### config.mk
export PLATFORM = sky130hd
export DESIGN_NAME = micro_sequencer
export DESIGN_NICKNAME = d
export VERILOG_FILES = /design/src/rtl/micro_pkg.sv /design/src/rtl/micro_stack.sv /design/src/rtl/micro_sequencer.sv
export SDC_FILE = /design/constraint.sdc
export NUM_CORES = 1
export LEC_CHECK = 0
export ABC_CLOCK_PERIOD_IN_PS = 1850
export BUFFER_PORTS_ARGS = -buffer_cell sky130_fd_sc_hd__buf_4
export CAP_MARGIN = 20
export CORE_MARGIN = 5
export CORE_UTILIZATION = 50
export CTS_CLUSTER_DIAMETER = 80
export DETAILED_ROUTE_END_ITERATION = 8
export GPL_ROUTABILITY_DRIVEN = 0
export PLACE_DENSITY = 0.76
export SYNTH_ARGS = -nofsm -noshare
export SYNTH_HDL_FRONTEND = slang
export SYNTH_SLANG_ARGS = --single-unit
export TNS_END_PERCENT = 5
### constraint.sdc
create_clock -name clk -period 1.85 [get_ports clk]
set_input_delay 0.185 -clock clk [delete_from_list [all_inputs] [get_ports clk]]
set_output_delay 0.185 -clock clk [all_outputs]
set_load 0.005 [all_outputs]
### src/rtl/micro_pkg.sv
// Shared definitions for the control-unit micro-sequencer and the control ROM.
//   ns_sel_e : next-state select encodings carried in the control-ROM word
//   fc_e     : fault cause codes reported on fault_code
//   DEF_*    : default microstate addresses shared with the control ROM
package micro_pkg;

  typedef enum logic [2:0] {
    NS_ENCODE   = 3'd0,
    NS_INC      = 3'd1,
    NS_JUMP     = 3'd2,
    NS_CBR      = 3'd3,
    NS_WAIT_MFC = 3'd4,
    NS_CALL     = 3'd5,
    NS_RET      = 3'd6,
    NS_FETCH    = 3'd7
  } ns_sel_e;

  typedef enum logic [1:0] {
    FC_NONE     = 2'd0,
    FC_ILLEGAL  = 2'd1,
    FC_TIMEOUT  = 2'd2,
    FC_STACK    = 2'd3
  } fc_e;

  localparam logic [7:0] DEF_RESET_STATE = 8'd0;
  localparam logic [7:0] DEF_FETCH_STATE = 8'd1;
  localparam logic [7:0] DEF_FAULT_STATE = 8'd255;

endpackage

### src/rtl/micro_stack.sv
// Two-entry, 8-bit LIFO holding microsequencer return addresses.
//   clk, reset : clock and synchronous active-high reset
//   push, pop  : push din / discard top (never both in one cycle)
//   din        : value to push
//   top        : most recently pushed entry (undefined meaning when empty)
//   full/empty : sp==2 / sp==0
module micro_stack (
  input  logic       clk,
  input  logic       reset,
  input  logic       push,
  input  logic       pop,
  input  logic [7:0] din,
  output logic [7:0] top,
  output logic       full,
  output logic       empty
);

  logic [7:0] entry [2];
  logic [1:0] sp;

  assign full  = (sp == 2'd2);
  assign empty = (sp == 2'd0);
  assign top   = full ? entry[1] : entry[0];

  always_ff @(posedge clk) begin
    if (reset) begin
      sp <= '0;
      for (int unsigned i = 0; i < 2; i++) entry[i] <= '0;
    end else if (push && !full) begin
      entry[sp[0]] <= din;
      sp           <= sp + 2'd1;
    end else if (pop && !empty) begin
      sp <= sp - 2'd1;
    end
  end

endmodule

### src/rtl/micro_sequencer.sv
// Microstate register and next-state logic for the control unit.
//   clk, reset  : clock and synchronous active-high reset
//   enc_state   : starting microstate from the instruction encoder
//   ns_sel      : next-state select from the current control-ROM word
//   cr_addr     : target address from the current control-ROM word
//   cond_in,inv : condition result and its invert bit (CBR only)
//   mfc         : memory function complete (WAIT_MFC only)
//   stall       : hold state, stack and wait counter this cycle
//   state       : current microstate (control-ROM address), registered
//   fault       : sticky fault flag; state parks at FAULT_STATE until reset
//   fault_code  : cause of the fault (fc_e)
module micro_sequencer
  import micro_pkg::*;
#(
  parameter logic [7:0]  RESET_STATE = DEF_RESET_STATE,
  parameter logic [7:0]  FETCH_STATE = DEF_FETCH_STATE,
  parameter logic [7:0]  FAULT_STATE = DEF_FAULT_STATE,
  parameter int unsigned WAIT_LIMIT  = 16
) (
  input  logic       clk,
  input  logic       reset,
  input  logic [7:0] enc_state,
  input  logic [2:0] ns_sel,
  input  logic [7:0] cr_addr,
  input  logic       cond_in,
  input  logic       inv,
  input  logic       mfc,
  input  logic       stall,
  output logic [7:0] state,
  output logic       fault,
  output logic [1:0] fault_code
);

  localparam int unsigned WCW = (WAIT_LIMIT > 2) ? $clog2(WAIT_LIMIT) : 1;
  localparam logic [WCW-1:0] WAIT_LAST = WCW'(WAIT_LIMIT - 1);

  ns_sel_e        ns;
  logic [7:0]     state_q, state_d;
  logic           fault_q, fault_d;
  fc_e            code_q, code_d;
  logic [WCW-1:0] wcnt_q, wcnt_d;
  logic [7:0]     inc;
  logic           taken;
  logic           push, pop;
  logic [7:0]     stk_top;
  logic           stk_full, stk_empty;

  assign ns    = ns_sel_e'(ns_sel);
  assign inc   = state_q + 8'd1;
  assign taken = cond_in ^ inv;

  micro_stack u_stack (
    .clk   (clk),
    .reset (reset),
    .push  (push),
    .pop   (pop),
    .din   (inc),
    .top   (stk_top),
    .full  (stk_full),
    .empty (stk_empty)
  );

  always_comb begin
    state_d = state_q;
    fault_d = fault_q;
    code_d  = code_q;
    wcnt_d  = wcnt_q;
    push    = 1'b0;
    pop     = 1'b0;
    // A latched fault freezes everything; stall freezes state, stack and counter.
    if (!fault_q && !stall) begin
      if (ns != NS_WAIT_MFC) wcnt_d = '0;
      case (ns)
        NS_ENCODE: begin
          if (enc_state == 8'd0) begin
            state_d = FAULT_STATE;
            fault_d = 1'b1;
            code_d  = FC_ILLEGAL;
          end else begin
            state_d = enc_state;
          end
        end
        NS_INC:  state_d = inc;
        NS_JUMP: state_d = cr_addr;
        NS_CBR:  state_d = taken ? cr_addr : inc;
        NS_WAIT_MFC: begin
          if (mfc) begin
            state_d = inc;
            wcnt_d  = '0;
          end else if (wcnt_q == WAIT_LAST) begin
            state_d = FAULT_STATE;
            fault_d = 1'b1;
            code_d  = FC_TIMEOUT;
          end else begin
            wcnt_d = wcnt_q + WCW'(1);
          end
        end
        NS_CALL: begin
          if (stk_full) begin
            state_d = FAULT_STATE;
            fault_d = 1'b1;
            code_d  = FC_STACK;
          end else begin
            push    = 1'b1;
            state_d = cr_addr;
          end
        end
        NS_RET: begin
          if (stk_empty) begin
            state_d = FAULT_STATE;
            fault_d = 1'b1;
            code_d  = FC_STACK;
          end else begin
            pop     = 1'b1;
            state_d = stk_top;
          end
        end
        NS_FETCH: state_d = FETCH_STATE;
        default:  state_d = state_q;
      endcase
    end
  end

  always_ff @(posedge clk) begin
    if (reset) begin
      state_q <= RESET_STATE;
      fault_q <= 1'b0;
      code_q  <= FC_NONE;
      wcnt_q  <= '0;
    end else begin
      state_q <= state_d;
      fault_q <= fault_d;
      code_q  <= code_d;
      wcnt_q  <= wcnt_d;
    end
  end

  assign state      = state_q;
  assign fault      = fault_q;
  assign fault_code = code_q;

endmodule

Word level (Yosys, flattened, before mapping):

Memory sizes are Yosys's and may differ from the RTL's.
Cells that the tools add are included.

* flip-flop bits (word level): 17
* bits in latches: 0
* memory bits (writable): 16
* bits in read-only memories: 0
* input port bits: 25
* output and inout port bits: 11
* word-level logic and storage cells: 82
* memories: 1

Memory list
* u_stack.entry: depth 2, width 8, rd ports 2, clocked after Yosys merged registers in 0, wr ports 2, line micro_stack.sv:18 `logic [7:0] entry [2];`

* $add $sub $neg: 4
* multipliers: 0
* divide/modulo/power cells: 0
* order comparisons: 0
* equal/unequal tests: 16
* shift-type cells: 0
* multiplexer cells: 40
* bitwise gates (word level): 1
* reduce and logical (&&, ||, !) cells: 15

Operators with widths (count)
* 2-to-1 mux 8 bit: 8
* case mux 8 bit (8 select lines): 1
* 2-to-1 mux 1 bit: 18
* 2-to-1 mux 4 bit: 4
* 2-to-1 mux 2 bit: 7
* equality test 3 bit (second input constant): 4
* adder 8 x 1 -> 8 bit (second input constant): 1
* zero test 8 bit: 1
* case mux 2 bit (4 select lines): 1
* OR reduction 8 bit: 1
* AND reduction 7 bit: 1
* equality test 3 x 2 -> 1 bit (second input constant): 2
* inequality test 2 bit (second input constant): 3
* inequality test 3 bit (second input constant): 2
* adder 4 x 1 -> 4 bit (second input constant): 1
* equality test 4 bit (second input constant): 1
* zero test 1 bit: 4
* inequality test 2 x 1 -> 1 bit (second input constant): 2
* case mux 1 bit (4 select lines): 1
* nonzero test 4 bit: 1
* equality test 3 x 1 -> 1 bit (second input constant): 1
* logical AND 1 bit: 3
* zero test 3 bit: 1
* adder 2 x 1 -> 2 bit (second input constant): 1
* 6 further kinds: 6

Logic depth before layout (Yosys ltp):

* depth after elaboration: 10
* mapped depth: 7

Cells and area by module:

Synthesis repeated with hierarchy kept, for this count alone.

* cell total of the unflattened synthesis: 220
* area, all modules: 2120.8 um2

Modules (own cells, without submodules)
* micro_sequencer: times used 1, cells each 161, area an instance 1238.7 um2, sequential area each 300.3 um2
* micro_stack: times used 1, cells each 59, area an instance 882.1 um2, sequential area each 520.5 um2

Worst setup path before layout:

No wires, ideal clock.

* kind: reg2reg
* start point: reg fault_q, in the netlist fault
* end point: mem u_stack.entry[1][0], enable pin
* arrival: 1.652 ns
* required time: 1.521 ns
* slack: -0.131 ns
* cell stages (with the launch flop): 7
* period minus slack after synthesis: 1.981 ns
* path through: dfxtp_1 > or2_1 > buf_2 > or3_1 > or2_2 > clkbuf_1 > nand2_1

RTL lines
* start: declaration: line micro_sequencer.sv:39 `logic fault_q, fault_d;`
* start signal: assignment: line micro_sequencer.sv:132 `fault_q <= fault_d;`
* end: declaration: line micro_stack.sv:18

Final worst setup path:

* start point: reg fault_q, in the netlist fault
* end point: reg code_q[1], in the netlist fault_code[1]

* word-level cells in the longest chain between the ends: 3

Ends and longest elaborated chain
* zero test 1 bit: line micro_sequencer.sv:71 `if (!fault_q && !stall) begin`
* logical AND 1 bit: line micro_sequencer.sv:71
* AND reduction 7 bit (no line)
* end signal: assignment: line micro_sequencer.sv:133 `code_q <= code_d;`
* end: declaration: line micro_sequencer.sv:40 `fc_e code_q, code_d;`

Every way passes these cells.
A chain may end at the register's enable or synchronous reset.

==> summary.md <==
| Metric | Value |
|---|---|
| Outcome | completed |
| Peak supply drop | 0.5261 mV |
| CP delay by family, top | simple AND/OR/NAND/NOR gates |
| Die X-Extent | 72.34 um |
| Yosys top cell area share | 24.73% |
| Initial Util | 52.29% |
| Async SR Flop Fraction | 0% |
| Port bufs | 35 |
| Vias/cell | 5.814 |
| PwrDens | 702.0 nW/um^2 |
| Leakage | 0.9308 nW |
| ANT nets after route | 0 |
| Antenna violations before repair | 0 |
| Final setup fails | 0 |
| Arrival @ worst endpoint | 2.00 ns |
| Netlist cell types | 50 |
| Clk_lat worst skew | 0.28 ns |
| Area delta synth->final | 26.79% |
| Critical path data required time | 2.07 ns |
| Least-Margin Pin Slew | 0.7018 ns |
| Core area | 3716 um^2 |
| GRT overflow | 0 |
| Leading area contributor after synthesis | edfxtp_1 |
| # fillers | 312 |
| Post-DP HPWL | 3990 um |
| Crit end category | flip-flop |
| DRC | 0 |
| Classification of the worst setup path | flip-flop to flip-flop |
| Global-route wire length before repair | 8700 um |
| Crit path launch type | flip-flop |
| # rows | 22 |
| Ant. Diodes | 0 |
| Clk root buf | clkbuf_8 |
| Final Cycle Share | 95.94% |
| Cells after synthesis | 219 |
| Share of cells above drive strength 1 | 31.11% |
| Num CTS Buffers | 5 |
| Seq/Total Area, Yosys | 42.24% |
| CTS max path bufs | 2 |
| Max Slew Vio Count | 0 |
| Synthesis-stage register bit count | 33 |
| Most frequent cells in the layout | buf_4 (57), nor2_1 (30), edfxtp_1 (16) |
| TNS Setup | 0 ns |
| Vias | 1849 |
| Synthesized area per cell | 8.873 um^2 |
| Buf/Inv on CP | 1 |
| Yosys warns | 0 |
| Drt pass-1 iters | 4 |
| Mapped Nets | 246 |
| Detailed Route Iter0 Violations | 175 |
| Synth top area cells | edfxtp_1 (25%), dfxtp_1 (18%), nor2_1 (5.8%) |
| MaxCap Viol Count | 0 |
| Commonest non-fill, non-tap cell in the layout | buf_4 |
| Max stage delay cell, worst path | or4_4 |
| Worst hold path type | input port to flip-flop |
| Most common flop cell mapped by yosys | dfxtp_1 |
| Unrepaired setup endpoints after global routing | no |
| Largest net degree at the start of global routing | 17 |
| Worst path max stage delay | 0.56 ns |
| Clock sink count | 33 |
| H-Tree Depth | 2 |
| Number of synthesized flops with an enable pin | 16 |
| I/O pins | 36 |
| Routed wire length | 5275 um |
| Fin Hold WS | 0.2164 ns |
| Total Routing Usage GR | 21.23% |
| Clock slew at reported path FFs | 0.08 ns |
| Cells along the critical path | or2_1 -> buf_4 -> or4_4 -> a211o_1 -> a21oi_2 |
| Post-Syn Area | 1943 um^2 |
| Vias in the first global route | 1786 |
| Drt wl/cell | 16.59 um |
| Clock skew | 0.005815 ns |
| DIE AREA | 5233 um^2 |
| Worst-path maximum fanout | 6 |
| CTS tree | built |
| Tmin final | 1.775 ns |
| Final hold violations | 0 |
| Die Y | 72.34 um |
| Final net count | 296 |
| Fmax | 0.5634 GHz |
| Worst relative slew slack | 53.00% |
-- power breakdown --
group	total (mW)	internal (mW)	switching, mW
Sequential	0.831	0.800	0.0310
Clock	0.547	0.264	0.283
Combinational	0.351	0.168	0.183
Total	1.73	1.23	0.497
-- stage by stage --
stage / instance area [um^2] / worst slack, ns / utilization, % / cells / power (mW)
final: 2464 / 0.07504 / 66.30 / 318 / 1.730
after global routing: 2464 / 0.01545 / 66.30 / 318 / 1.816
after CTS: 2456 / 0.03539 / 66.09 / 318 / 1.739
after detailed placement: 2365 / 0.03244 / 63.64 / 310 / 1.194
after global placement: 2365 / 0.06675 / 63.64 / 310 / 1.191
after floorplan: 1959 / -0.003165 / - / 219 / 1.033
-- worst paths after layout --
path | startpoint | to | slack (ns) | depth (start not counted)
worst max-delay path | fault | fault_code[1] | 0.08 | 5
worst min register to register | fault_code[1] | fault_code[1] | 0.48 | 2
worst min-delay path | cr_addr[7] | state[7] | 0.22 | 3
worst max register to register | fault | fault_code[1] | 0.08 | 5
-- kinds of logic after synthesis --
| group | share of synthesized area (%) |
|---|---|
| xor gates and xnor gates | 3.155 |
| and+or+nand+nor | 22.73 |
| buffers and inverters | 6.117 |
| adders and majority gates | 1.288 |
| muxes | 0.5152 |
| AOI/OAI and AO/OA | 23.95 |
| DFF | 42.24 |
-- final cells by class --
type,instances,area [um^2],share of cell area [%]
flip-flops and latches,33,823.3,33.42
repair buffers,57,427.9,17.37
inverters,10,37.54,1.524
clock inverters,3,22.52,0.9142
well taps,48,60.06,2.438
multi-input cells,162,1023,41.54
clock buffers,5,68.82,2.793
-- what timing repair did --
action,4_1_cts,5_1_grt
setup endpoints to repair,0,3
gates resized for setup,0,3
hold buffers,0,0
setup buffers,0,0
-- cells in the mapped netlist (2+ instances only) --
cell / number
ha_1: 2
o22ai_1: 10
nand2_1: 16
o21ai_0: 6
nor4_1: 3
a31oi_1: 4
buf_2: 5
or2_2: 4
or3_1: 2
a221oi_1: 3
edfxtp_1: 16
dfxtp_1: 17
nor3_1: 6
nand4_1: 2
inv_1: 10
a2bb2oi_1: 3
clkbuf_1: 5
xnor2_1: 5
buf_6: 3
a21oi_2: 2
o31ai_1: 2
or2_1: 2
nor2_1: 30
o221ai_1: 5
nor2b_1: 4
nand2b_1: 3
a211oi_1: 8
nor3b_1: 2
nand3_1: 5
a21oi_1: 13
xor2_1: 2
-- flip-flops by register name, indices dropped and copies added (netlist names) --
register       cells
wcnt_q             4
fault              1
u_stack.entry     16
u_stack.sp         2
fault_code         2
state              8
-- worst register-to-register path: cells and delay by family (launching register included) --
| kind | cells | cell delay, ns |
|---|---|---|
| DFF | 1 | 0.34 |
| buffers and inverters | 1 | 0.17 |
| AOI/OAI and AO/OA | 2 | 0.38 |
| and+or+nand+nor | 2 | 0.82 |
-- routing by layer --
metal  global-route usage, %  part of all wire (%)
met2                   33.67                    48
met4                   6.054                   1.7
met3                   4.155                   4.8
met1                   29.32                    46
met5                       0                     0
Power figures use the tool's default switching activity.
